### config.mk
export PLATFORM = sky130hd
export DESIGN_NAME = window_index_gen
export DESIGN_NICKNAME = d
export VERILOG_FILES = /design/src/rtl/window_gen_pkg.sv /design/src/rtl/window_mod_add.sv /design/src/rtl/window_index_gen.sv
export SDC_FILE = /design/constraint.sdc
export NUM_CORES = 1
export LEC_CHECK = 0
export BUFFER_PORTS_ARGS = -buffer_cell sky130_fd_sc_hd__buf_2
export CORE_AREA = 2 2 71 73
export DETAILED_ROUTE_END_ITERATION = 8
export DIE_AREA = 0 0 73 75
export GPL_ROUTABILITY_DRIVEN = 0
export PLACE_DENSITY = 0.78
export SLEW_MARGIN = 30
export SYNTH_ARGS = -nofsm -noshare
export SYNTH_HDL_FRONTEND = slang
export SYNTH_SLANG_ARGS = --single-unit
### constraint.sdc
create_clock -name clk -period 3.06 [get_ports clk]
set_clock_uncertainty 0.05 [all_clocks]
set_input_delay 0.612 -clock clk [delete_from_list [all_inputs] [get_ports clk]]
set_output_delay 0.612 -clock clk [all_outputs]
set_load 0.03 [all_outputs]
### src/rtl/window_gen_pkg.sv
// Shared types for the window index generator: sweep state encoding.
package window_gen_pkg;

    localparam int STATE_W = 2;

    typedef enum logic [STATE_W-1:0] {
        ST_IDLE = 2'd0,
        ST_RUN  = 2'd1,
        ST_DONE = 2'd2
    } state_t;

endpackage

### src/rtl/window_mod_add.sv
// Modular adder: (a + b) mod SIZE for operands already below SIZE,
// using one conditional subtract on the W+1-bit sum.
module window_mod_add #(
    parameter int SIZE = 16,
    parameter int W    = 4
) (
    input  logic [W-1:0] a,
    input  logic [W-1:0] b,
    output logic [W-1:0] sum
);

    localparam logic [W:0] SIZE_X = (W+1)'(SIZE);

    logic [W:0] raw_s;
    logic [W:0] wrap_s;

    assign raw_s  = {1'b0, a} + {1'b0, b};
    assign wrap_s = raw_s - SIZE_X;

    // Fold the sum back into range when it reaches SIZE.
    always_comb begin
        if (raw_s >= SIZE_X) begin
            sum = wrap_s[W-1:0];
        end else begin
            sum = raw_s[W-1:0];
        end
    end

endmodule

### src/rtl/window_index_gen.sv
// Streams beats_in windows of K modulo-SIZE indices over valid/ready.
// Define WINDOW_GEN_STRIDE_EN to add the stride_in port (otherwise stride is 1).
module window_index_gen
    import window_gen_pkg::*;
#(
    parameter  int SIZE      = 16,
    parameter  int K         = 4,
    parameter  int MAX_BEATS = 256,
    localparam int W         = $clog2(SIZE),
    localparam int CW        = $clog2(MAX_BEATS + 1)
) (
    input  logic            clk,
    input  logic            rst,
    input  logic            start,
    input  logic [W-1:0]    base_in,
    input  logic [W-1:0]    step_in,
    input  logic [CW-1:0]   beats_in,
`ifdef WINDOW_GEN_STRIDE_EN
    input  logic [W-1:0]    stride_in,
`endif
    output logic            out_valid,
    input  logic            out_ready,
    output logic [W*K-1:0]  num_out,
    output logic [CW-1:0]   beat_idx,
    output logic            busy,
    output logic            done
);

    localparam logic [W:0] SIZE_X = (W+1)'(SIZE);

    // Inputs span 0..2^W-1 < 2*SIZE, so one subtract is enough.
    function automatic logic [W-1:0] mod_reduce(input logic [W-1:0] x);
        logic [W:0] xe;
        logic [W:0] xw;
        xe = {1'b0, x};
        xw = xe - SIZE_X;
        if (xe >= SIZE_X) begin
            return xw[W-1:0];
        end else begin
            return x;
        end
    endfunction

    state_t         state_r, state_n;
    logic [W-1:0]   base_r, base_n;
    logic [W-1:0]   step_r, step_n;
    logic [W-1:0]   stride_r, stride_n;
    logic [CW-1:0]  beats_r, beats_n;
    logic [CW-1:0]  beat_idx_r, beat_idx_n;
    logic [W*K-1:0] num_out_r, num_out_n;
    logic           out_valid_r, out_valid_n;
    logic           busy_r, busy_n;
    logic           done_r, done_n;

    logic [W-1:0]   base_red_s, step_red_s, stride_red_s;
    logic [W-1:0]   base_next_s, chain_stride_s;
    logic [W-1:0]   lane_s [K];
    logic [W*K-1:0] window_s;
    logic [CW-1:0]  idx_inc_s;
    logic           accept_s;

    assign base_red_s = mod_reduce(base_in);
    assign step_red_s = mod_reduce(step_in);
`ifdef WINDOW_GEN_STRIDE_EN
    assign stride_red_s = mod_reduce(stride_in);
`else
    assign stride_red_s = W'(1'b1);
`endif

    window_mod_add #(.SIZE(SIZE), .W(W)) u_base_add (
        .a   (base_r),
        .b   (step_r),
        .sum (base_next_s)
    );

    // In IDLE the chain builds window 0 from the fresh inputs; in RUN the next window.
    assign lane_s[0]      = (state_r == ST_IDLE) ? base_red_s : base_next_s;
    assign chain_stride_s = (state_r == ST_IDLE) ? stride_red_s : stride_r;

    for (genvar i = 1; i < K; i++) begin : g_lane
        window_mod_add #(.SIZE(SIZE), .W(W)) u_lane_add (
            .a   (lane_s[i-1]),
            .b   (chain_stride_s),
            .sum (lane_s[i])
        );
    end

    for (genvar i = 0; i < K; i++) begin : g_pack
        assign window_s[W*(i+1)-1 -: W] = lane_s[i];
    end

    assign accept_s  = out_valid_r & out_ready;
    assign idx_inc_s = beat_idx_r + CW'(1);

    // Next-state and next-output logic for the sweep sequencer.
    always_comb begin
        state_n     = state_r;
        base_n      = base_r;
        step_n      = step_r;
        stride_n    = stride_r;
        beats_n     = beats_r;
        beat_idx_n  = beat_idx_r;
        num_out_n   = num_out_r;
        out_valid_n = 1'b0;
        busy_n      = 1'b0;
        done_n      = 1'b0;
        case (state_r)
            ST_IDLE: begin
                if (start) begin
                    base_n     = base_red_s;
                    step_n     = step_red_s;
                    stride_n   = stride_red_s;
                    beats_n    = beats_in;
                    beat_idx_n = CW'(0);
                    busy_n     = 1'b1;
                    if (beats_in == CW'(0)) begin
                        state_n = ST_DONE;
                        done_n  = 1'b1;
                    end else begin
                        state_n     = ST_RUN;
                        out_valid_n = 1'b1;
                        num_out_n   = window_s;
                    end
                end else begin
                    state_n = ST_IDLE;
                end
            end
            ST_RUN: begin
                busy_n      = 1'b1;
                out_valid_n = 1'b1;
                if (accept_s) begin
                    if (idx_inc_s == beats_r) begin
                        state_n     = ST_DONE;
                        out_valid_n = 1'b0;
                        done_n      = 1'b1;
                    end else begin
                        base_n     = base_next_s;
                        beat_idx_n = idx_inc_s;
                        num_out_n  = window_s;
                    end
                end else begin
                    state_n = ST_RUN;
                end
            end
            ST_DONE: begin
                state_n = ST_IDLE;
            end
            default: begin
                state_n = ST_IDLE;
            end
        endcase
    end

    // State, datapath and output registers.
    always_ff @(posedge clk) begin
        if (rst) begin
            state_r     <= ST_IDLE;
            base_r      <= W'(0);
            step_r      <= W'(0);
            stride_r    <= W'(0);
            beats_r     <= CW'(0);
            beat_idx_r  <= CW'(0);
            num_out_r   <= (W*K)'(0);
            out_valid_r <= 1'b0;
            busy_r      <= 1'b0;
            done_r      <= 1'b0;
        end else begin
            state_r     <= state_n;
            base_r      <= base_n;
            step_r      <= step_n;
            stride_r    <= stride_n;
            beats_r     <= beats_n;
            beat_idx_r  <= beat_idx_n;
            num_out_r   <= num_out_n;
            out_valid_r <= out_valid_n;
            busy_r      <= busy_n;
            done_r      <= done_n;
        end
    end

    assign out_valid = out_valid_r;
    assign num_out   = num_out_r;
    assign beat_idx  = beat_idx_r;
    assign busy      = busy_r;
    assign done      = done_r;

endmodule

==> results of run 1 <==
area by class of cell:
class	count	area [µm²]	area share
Timing Repair Buffer	51	263	0.0922
Clock buffer	6	82.6	0.0290
Sequential cell	47	941	0.330
Clock inverter	1	5.00	0.00176
Inverter	7	26.3	0.00922
Tap cell	54	67.6	0.0237
Multi-Input combinational cell	221	1470	0.514
flip-flops by register name, summed over array words and instances, names as in the netlist, 2 cells and up:
register and flops:
beats_r 9, state_r 2, beat_idx 9, num_out 15, base_r 4, step_r 4
worst min path at each step:
stage / from / end / slack (ns) / cells after the start
final: step_r[0] / step_r[0] / 0.41 / 2
after global routing: beats_r[1] / beats_r[1] / 0.44 / 2
after CTS: step_r[2] / step_r[2] / 0.42 / 2
after detailed placement: step_r[2] / step_r[2] / 0.41 / 2
after global placement: step_r[0] / step_r[0] / 0.40 / 2
after floorplan: step_r[0] / step_r[0] / 0.39 / 2
power groups by stage:
stage                     Clock [W]  Combinational [W]  Sequential, W
after floorplan                   0           0.000228       0.000755
after global placement            0           0.000358       0.000701
after detailed placement          0           0.000365       0.000702
after CTS                  0.000385           0.000366       0.000688
after global routing       0.000413           0.000402       0.000693
final                      0.000377           0.000363       0.000688
worst reg2reg max path, delay by kind of cell (launching register included):
family | cells | cell delay (ns)
compound gates | 2 | 0.62
fa+ha+maj | 1 | 0.30
buf+inv | 1 | 0.22
flops | 1 | 0.48
mux | 1 | 0.18
simple gates | 4 | 0.66
synth_stat cells, drive strengths merged (2+ instances only):
library cell,instances
dfxtp,47
nand2,40
nor2,30
a21oi,18
mux2i,14
nand3,11
a211oi,10
o211ai,9
xnor2,9
xor2,9
buf,8
clkbuf,8
ha,8
inv,7
and2,6
o21ai,6
o31ai,6
nand2b,5
and3,4
nand4,3
nor4,3
or2,3
or3,3
a221oi,2
and2b,2
mux2,2
nor3,2
or4,2
layout by cell type (no fill, tap or decap), types with 5 or more instances in the layout:
cell type / instances
inv_1: 7
xnor2_1: 9
mux2i_1: 14
a211oi_1: 5
a211oi_2: 5
o31ai_1: 6
o21ai_0: 6
dfxtp_1: 47
buf_2: 48
nand2b_1: 5
nand3_1: 9
ha_1: 8
o211ai_1: 9
xor2_1: 9
and2_1: 5
a21oi_1: 18
nor2_1: 30
nand2_1: 40
clkbuf_8: 6
stage by stage:
step	total power, W	setup WS, ns	hold WS [ns]
floorplan	0.000983	0.362	0.390
global placement	0.00106	0.480	0.404
detailed placement	0.00107	0.411	0.411
CTS	0.00144	0.401	0.423
global route	0.00151	0.224	0.443
finish	0.00143	0.408	0.415
layer usage:
| metal | track usage | wire (µm) | part of all wire |
|---|---|---|---|
| met5 | 0 | 0 | 0 |
| met4 | 0.0658 | 108 | 0.021 |
| met3 | 0.0402 | 221 | 0.042 |
| met2 | 0.342 | 2560 | 0.49 |
| met1 | 0.257 | 2340 | 0.45 |
cell families (layout without fill, tap and decap cells):
logic type / Yosys count / count (layout) / share of synthesized area
simple gates: 118 / 118 / 0.228
compound gates: 60 / 60 / 0.179
flops: 47 / 47 / 0.373
buf+inv: 23 / 65 / 0.0457
xor+xnor: 18 / 18 / 0.0625
mux: 16 / 16 / 0.0645
fa+ha+maj: 9 / 9 / 0.0476
==> summary.txt, run 1 <==
Run status
  – Status: finished, final reports clean

Worst setup path
  – Worst EP arrival: 2.76 ns
  – Crit end category: flop
  – Max Fanout on Critical Path: 19
  – Stages on the worst setup path: 9
  – FF-to-FF Start: beat_idx[0]
  – Capturing point of the worst reg2reg path: num_out[11]
  – Critical path's largest stage delay: 0.48 ns
  – Crit path kind: reg -> reg
  – Setup crit end: num_out[11]
  – Critical path launch point type: flop
  – Worst path bufs/invs: 1
  – Reg2reg setup slack: 0.41 ns
  – Worst setup path start: beat_idx[0]
  – Slowest cell on crit path: dfxtp_1
  – Crit path cell chain: ha_1 > and2b_1 > or3_1 > a311o_1 > a32oi_4 > nand3_2 > buf_4 > mux2i_1 > nor2_1
  – CP top delay family: simple AND/OR/NAND/NOR gates
  – Crit path required time: 3.17 ns
  – Worst R2R Path Depth: 9

Timing
  – Total negative slack: 0 ns
  – Worst slew pin tran: 0.756 ns
  – Final Max Slew Viols: 0
  – Max Clk Rate: 377 MHz
  – Worst slew margin relative to its limit: 0.496
  – Period utilization: 0.867
  – RSZ-0062 raised after global routing: false
  – Final Critical Period: 2.65 ns
  – Final setup vio count: 0
  – Hold Vio Cnt, Final: 0

Placed design
  – Placed inst area: 2760 µm²
  – Post-detail-place hpwl: 3.91 mm
  – Placed cells: 380
  – # port buffers: 48

CTS
  – Number of cells upsized or downsized after cts: 0
  – H-tree depth: 2
  – Clock Latency Late Sink: 0.29 ns
  – # hold bufs at CTS: 0
  – Postcts setup bufs: 0
  – CTS tree: done
  – CTS Buf Count: 5
  – Reg clk slew, reported paths: 0.08 ns
  – CTS root buffer: clkbuf_8
  – Max Root-Sink Buffers: 2
  – CTS Sinks: 47

Drt
  – ANT nets after route: 0
  – Via density: 5.74
  – Vias post-DR: 2221
  – Drc violations: 0
  – Total Routed Length: 5.22 mm
  – Post-detailed-route wirelength per cell: 13.5 µm
  – Initial DRC count: 130
  – DRT Pass-1 Iters: 4

Power
  – Internal power: 0.000974 W
  – Sw frac: 0.318
  – Clk pwr share: 0.264
  – Leakage power: 1.21 nW
  – PD cells: 501 nW/µm²
  – Comb pwr share: 0.254
  – Net Sw Power: 0.000454 W
  – Reg power frac: 0.482
  – VDD IR max: 0.303 mV

GRT
  – Global Route Usage Sum: 0.201
  – Overflow left after global routing: 0
  – Vias in the first global route: 1997
  – Initial antenna violation count: 0
  – First-pass GRT wire length: 8.66 mm
  – Largest net degree at the start of global routing: 43

Die
  – Row cnt: 25
  – Die H: 75 µm
  – Die ar.: 5480 µm²
  – Starting density of the core: 0.541
  – Core Region: 4660 µm²
  – Io pins: 49
  – Die width: 73 µm

Logic synthesis
  – Post-Syn Instances: 291
  – Largest area contributor in the netlist: dfxtp_1
  – Synth Area per Inst: 8.66 µm²
  – Synth unique cells: 49
  – Top cell type's share of synthesized area: 0.373
  – Syn_nets: 321
  – Top post-synthesis cells by area: dfxtp_1 37%, nand2_1 6.0%, mux2i_1 5.6%
  – EDFF count, synth: 0
  – Synth warnings: 0
  – Register bit total from synthesis: 47
  – Most used DFF post-synth: dfxtp_1
  – Register area share after synthesis: 0.373
  – Synth async-reset ratio: 0
  – Post-Syn Area: 2520 µm²

Cells and area
  – Share of cells above drive strength 1: 0.228
  – Fillers: 422
  – Design area: 2850 µm²
  – Final Non-Filler Cells: 387
  – Fin util: 0.612
  – Nets: 363
  – Syn-to-layout area delta: 13.1%
  – Number of antenna cells inserted: 0

Min path
  – Worst hold path type: reg -> reg

Run
  – Max_cap viols: 0
Note: power is estimated with default switching activity, not from simulation.
==> run 2, diff against run 1 <==
--- a/config.mk
+++ b/config.mk
@@ -10,7 +10,9 @@
 export DETAILED_ROUTE_END_ITERATION = 8
 export DIE_AREA = 0 0 73 75
 export GPL_ROUTABILITY_DRIVEN = 0
+export MAX_ROUTING_LAYER = met4
 export PLACE_DENSITY = 0.78
+export REMOVE_ABC_BUFFERS = 1
 export SLEW_MARGIN = 30
 export SYNTH_ARGS = -nofsm -noshare
 export SYNTH_HDL_FRONTEND = slang
==> summary.txt, run 2 (same netlist as run 1, synthesis figures left out) <==
Worst setup path
  – Crit path kind: reg -> reg
  – Worst R2R Path Depth: 10 (+1)
  – Worst EP arrival: 2.81 ns (+0.05 ns)
  – Crit path required time: 3.17 ns (about the same)
  – Critical path launch point type: flop
  – Crit end category: flop
  – Max Fanout on Critical Path: 4 (-15)

Timing
  – Max Clk Rate: 369 MHz (-2.0%)
  – Setup ws final: 0.353 ns (-0.0551 ns)
  – Worst slew pin tran: 0.770 ns (+0.0143 ns)
  – Final Max Slew Viols: 0 (unchanged)
  – Final Critical Period: 2.71 ns (+0.0551 ns)
  – Worst slew margin relative to its limit: 0.486 (-0.00955)
  – RSZ-0062 raised after global routing: false
  – Final setup vio count: 0 (unchanged)
  – Period utilization: 0.885 (+0.0180)
  – Total negative slack: 0 ns (unchanged)
  – Hold Vio Cnt, Final: 0 (unchanged)

CTS
  – CTS Buf Count: 5 (unchanged)
  – Reg clk slew, reported paths: 0.08 ns (about the same)
  – CTS tree: done
  – CTS root buffer: clkbuf_8
  – Number of cells upsized or downsized after cts: 0 (unchanged)
  – CTS Sinks: 47 (unchanged)
  – Max Root-Sink Buffers: 2 (unchanged)
  – # hold bufs at CTS: 0 (unchanged)
  – Clock Latency Late Sink: 0.30 ns (about the same)
  – H-tree depth: 2 (unchanged)
  – Postcts setup bufs: 0 (unchanged)

Cells and area
  – Most frequent cells in the layout: 48 x buf_2, 47 x dfxtp_1, 40 x nand2_1
  – Number of antenna cells inserted: 0 (unchanged)
  – Fillers: 428 (+1.4%)
  – Share of cells above drive strength 1: 0.231 (+0.00231)
  – Largest register FFs: 15 (unchanged)
  – Final Non-Filler Cells: 388 (+0.26%)
  – Nets: 363 (unchanged)
  – Syn-to-layout area delta: 13.1% (unchanged)
  – Commonest non-fill, non-tap cell in the layout: buf_2

Die
  – Row cnt: 25 (unchanged)
  – Die width: 73 µm (unchanged)
  – Io pins: 49 (unchanged)
  – Die H: 75 µm (unchanged)
  – Die ar.: 5480 µm² (unchanged)
  – Starting density of the core: 0.541 (unchanged)
  – Core Region: 4660 µm² (unchanged)

Power
  – PD cells: 499 nW/µm² (-0.39%)
  – Comb pwr share: 0.259 (+0.005)
  – Leakage power: 1.21 nW (-0.36%)
  – Sw frac: 0.328 (+0.0101)
  – Internal power: 0.000956 W (-1.9%)
  – Reg power frac: 0.484 (+0.002)
  – Net Sw Power: 0.000466 W (+2.8%)
  – Clk pwr share: 0.257 (-0.007)
  – VDD IR max: 0.228 mV (-25%)

Min path
  – Hold Crit Depth: 2 (unchanged)
  – Worst hold path type: reg -> reg

GRT
  – Global Route Usage Sum: 0.221 (+0.0200)
  – First-pass GRT wire length: 9.11 mm (+5.2%)
  – Overflow left after global routing: 0 (unchanged)
  – Vias in the first global route: 2014 (+0.85%)
  – Initial antenna violation count: 0 (unchanged)
  – Largest net degree at the start of global routing: 43 (unchanged)

Run
  – Max_cap viols: 0 (unchanged)

Placed design
  – Placed cells: 380 (unchanged)
  – Post-detail-place hpwl: 3.91 mm (about the same)
  – Setup Slack @ Placement: 0.347 ns (-0.0642 ns)
  – # port buffers: 48 (unchanged)

Drt
  – Drc violations: 0 (unchanged)
  – Vias post-DR: 2173 (-2.2%)
  – Initial DRC count: 134 (+3.1%)
  – DRT Pass-1 Iters: 4 (unchanged)
  – Post-detailed-route wirelength per cell: 14.2 µm (+5.3%)
  – Total Routed Length: 5.51 mm (+5.6%)
  – ANT nets after route: 0 (unchanged)
  – Via density: 5.60 (-2.4%)

Run status
  – Status: finished, final reports clean
run 2: changes by cell type in the layout (fill, tap and decap cells not counted):
cell        before  now
clkinvlp_4       0    1
clkbuf_1         0    1
nor2_1          30   29
clkbuf_8         6    5
nor2_2           0    1
run 2: critical path, stage by stage, from the launching register on:
cell and delay [ns]:
dfxtp_1 0.35, ha_1 0.17, inv_1 0.06, fa_1 0.59
o21ai_0 0.17, ha_1 0.24, xnor2_1 0.32, a21oi_1 0.08
o21ai_0 0.27, xor2_1 0.20, a211oi_2 0.08
run 2: cell type report:
cell class / instances / area, µm² / share of cell area
multi-input combinational: 221 / 1470 / 0.515
inverter: 7 / 26.3 / 0.00922
clock inverter: 2 / 12.5 / 0.00439
timing repair buffer: 51 / 263 / 0.0922
sequential: 47 / 941 / 0.330
tap: 54 / 67.6 / 0.0237
clock buffer: 6 / 72.6 / 0.0255
run 2: power by group through the flow:
stage / sequential (W) / clock, W / combinational [W]
CTS: 0.000689 / 0.000374 / 0.000370
detailed placement: 0.000703 / 0 / 0.000363
floorplan: 0.000758 / 0 / 0.000206
global route: 0.000695 / 0.000391 / 0.000407
global placement: 0.000700 / 0 / 0.000360
finish: 0.000689 / 0.000365 / 0.000368
run 2: stage by stage:
stage	total power, W	util	hold slack [ns]	cell area, µm²
floorplan	0.000964	-	0.384	2430
finish	0.00142	0.612	0.420	2850
global placement	0.00106	0.593	0.402	2760
detailed placement	0.00107	0.593	0.409	2760
CTS	0.00143	0.611	0.422	2850
global route	0.00149	0.612	0.442	2850
run 2: path summary, 6_finish.rpt:
check        slack, ns       from           to
max reg2reg       0.35  base_r[0]  num_out[15]
min reg2reg       0.42  step_r[0]    step_r[0]
max               0.35  base_r[0]  num_out[15]
min               0.42  step_r[0]    step_r[0]
run 2: metal layers:
layer  up-vias  wire length, µm  GRT usage
met5         -                0          -
met4         0               87     0.0638
met3        10              179     0.0375
met2        45             2650      0.374
met1      1010             2600      0.272
li1       1108                -          -
==> run 3, diff against run 2 <==
--- a/config.mk
+++ b/config.mk
@@ -11,7 +11,7 @@
 export DIE_AREA = 0 0 73 75
 export GPL_ROUTABILITY_DRIVEN = 0
 export MAX_ROUTING_LAYER = met4
-export PLACE_DENSITY = 0.78
+export PLACE_DENSITY_LB_ADDON = 0.25
 export REMOVE_ABC_BUFFERS = 1
 export SLEW_MARGIN = 30
 export SYNTH_ARGS = -nofsm -noshare
==> summary.txt, run 3 (same netlist as run 1, synthesis figures left out) <==
Worst setup path
  – Worst EP arrival: 2.82 ns (about the same)
  – Crit-path most repeated cell: ha_1
  – Critical path launch point type: flop
  – Reg2reg setup slack: 0.37 ns (+0.02 ns)
  – Worst path bufs/invs: 1 (unchanged)
  – Capturing point of the worst reg2reg path: num_out[15]
  – CP top delay family: XOR/XNOR gates
  – Crit path cell chain: nor2_2 > mux2i_1 > inv_1 > ha_1 > ha_1 > xnor2_1 > nand3_1 > o21ai_0 > xor2_1 > a211oi_2
  – Crit end category: flop
  – Max Fanout on Critical Path: 8 (+4)
  – Worst R2R Path Depth: 10 (unchanged)
  – Slowest cell on crit path: mux2i_1
  – Crit path kind: reg -> reg
  – Crit path required time: 3.20 ns (+0.03 ns)
  – Critical path's largest stage delay: 0.40 ns (-0.19 ns)
  – FF-to-FF Start: state_r[1]

Die
  – Die ar.: 5480 µm² (unchanged)
  – Io pins: 49 (unchanged)
  – Starting density of the core: 0.541 (unchanged)
  – Die H: 75 µm (unchanged)
  – Die width: 73 µm (unchanged)
  – Row cnt: 25 (unchanged)
  – Core Region: 4660 µm² (unchanged)

Placed design
  – # port buffers: 48 (unchanged)
  – Post-detail-place hpwl: 3.97 mm (+1.6%)

Run
  – Max_cap viols: 0 (unchanged)

Timing
  – Max Clk Rate: 372 MHz (+0.71%)
  – Final Critical Period: 2.69 ns (-0.0190 ns)
  – Post-Route Hold Slack: 0.414 ns (-0.00568 ns)
  – Total negative slack: 0 ns (unchanged)
  – Worst slew pin tran: 0.584 ns (-0.187 ns)
  – Hold Vio Cnt, Final: 0 (unchanged)
  – RSZ-0062 raised after global routing: false
  – Final setup vio count: 0 (unchanged)
  – Worst slew margin relative to its limit: 0.607 (+0.121)
  – Final Max Slew Viols: 0 (unchanged)
  – Period utilization: 0.878 (-0.00621)

Cells and area
  – Commonest non-fill, non-tap cell in the layout: buf_2
  – Syn-to-layout area delta: 13.9%
  – Number of antenna cells inserted: 0 (unchanged)
  – Nets: 364 (+0.28%)
  – Most frequent cells in the layout: 48 x buf_2, 47 x dfxtp_1, 40 x nand2_1
  – Share of cells above drive strength 1: 0.236 (+0.00528)
  – Largest register FFs: 15 (unchanged)

Min path
  – WHS Endpoint: step_r[2]
  – Hold Crit Depth: 2 (unchanged)
  – Min-Delay Startpoint: step_r[2]
  – Worst hold path type: reg -> reg

Drt
  – Drc violations: 0 (unchanged)
  – DRT Pass-1 Iters: 4 (unchanged)
  – Initial DRC count: 93 (-31%)
  – Total Routed Length: 5.40 mm (-2.2%)
  – Met1 wire length: 2.74 mm (+5.4%)
  – Post-detailed-route wirelength per cell: 13.9 µm (-2.4%)
  – Uppermost layer routed: met4
  – ANT nets after route: 0 (unchanged)
  – Met3 wire length: 193 µm (+7.8%)
  – Via density: 5.56 (-0.76%)
  – Vias post-DR: 2162 (-0.51%)
  – Met2 WL post-DR: 2.37 mm (-11%)

CTS
  – CTS root buffer: clkbuf_8
  – CTS Sinks: 47 (unchanged)
  – Reg clk slew, reported paths: 0.09 ns (about the same)
  – CTS Buf Count: 5 (unchanged)
  – H-tree depth: 2 (unchanged)
  – Max Root-Sink Buffers: 2 (unchanged)
  – Clock Latency Late Sink: 0.31 ns (about the same)
  – CTS tree: done
  – Postcts setup bufs: 0 (unchanged)

GRT
  – First-pass GRT wire length: 8.94 mm (-1.8%)
  – Global Route Usage Sum: 0.219 (-0.00229)
  – Vias in the first global route: 1878 (-6.8%)
  – Initial antenna violation count: 0 (unchanged)
  – Overflow left after global routing: 0 (unchanged)
  – Largest net degree at the start of global routing: 24 (-44%)

Power
  – Leakage power: 1.22 nW (+0.91%)
  – VDD IR max: 0.311 mV (+36%)
  – PD cells: 509 nW/µm² (+2.0%)

Run status
  – Status: finished, final reports clean
-- run 3: cell type report --
type / count / area (µm²)
fillers: 424 / 1790
clock buffers: 6 / 82.6
multi-input cells: 221 / 1470
clock inverters: 2 / 16.3
repair buffers: 52 / 270
flip-flops and latches: 47 / 941
inverters: 7 / 26.3
well taps: 54 / 67.6
-- run 3: worst max path at each step --
stage / start / to / slack (ns) / depth (start not counted)
floorplan: beat_idx[0] / num_out[15] / 0.24 / 8
detailed placement: state_r[1] / num_out[15] / 0.30 / 10
global placement: state_r[1] / num_out[15] / 0.49 / 10
global route: state_r[1] / num_out[15] / 0.10 / 10
finish: state_r[1] / num_out[15] / 0.37 / 10
CTS: state_r[1] / num_out[15] / 0.29 / 10
-- run 3: metrics by stage --
stage               worst slack (ns)  utilization  cells  total power [W]  area (µm²)
finish                         0.372        0.616    389          0.00146        2870
global route                   0.104        0.616    389          0.00154        2870
CTS                            0.286        0.616    389          0.00147        2870
detailed placement             0.300        0.594    381          0.00107        2770
global placement               0.489        0.594    381          0.00106        2770
floorplan                      0.237            -    275         0.000964        2430
-- run 3: per-layer routing --
layer,vias up,global-route usage
met5,-,-
met4,0,0.0885
met3,8,0.0469
met2,49,0.311
met1,986,0.301
li1,1119,-
-- run 3: timing repair --
item,in CTS,in global routing
gates resized for setup,0,1
endpoints found under the setup margin,0,1
hold buffers,0,0
-- run 3: power by group --
part	internal [W]	leakage (nW)	switching, W
logic	0.000138	0.786	0.000227
registers	0.000659	0.386	0.0000291
clock network	0.000185	0.0474	0.000224
-- run 3: worst reg2reg max path, delay by kind of cell (launching register included) --
kind	cells	cell delay [ns]
xor gates and xnor gates	2	0.53
and+or+nand+nor	2	0.45
adders and majority gates	2	0.45
muxes	1	0.40
DFF	1	0.39
AOI/OAI and AO/OA	2	0.21
buffers and inverters	1	0.09
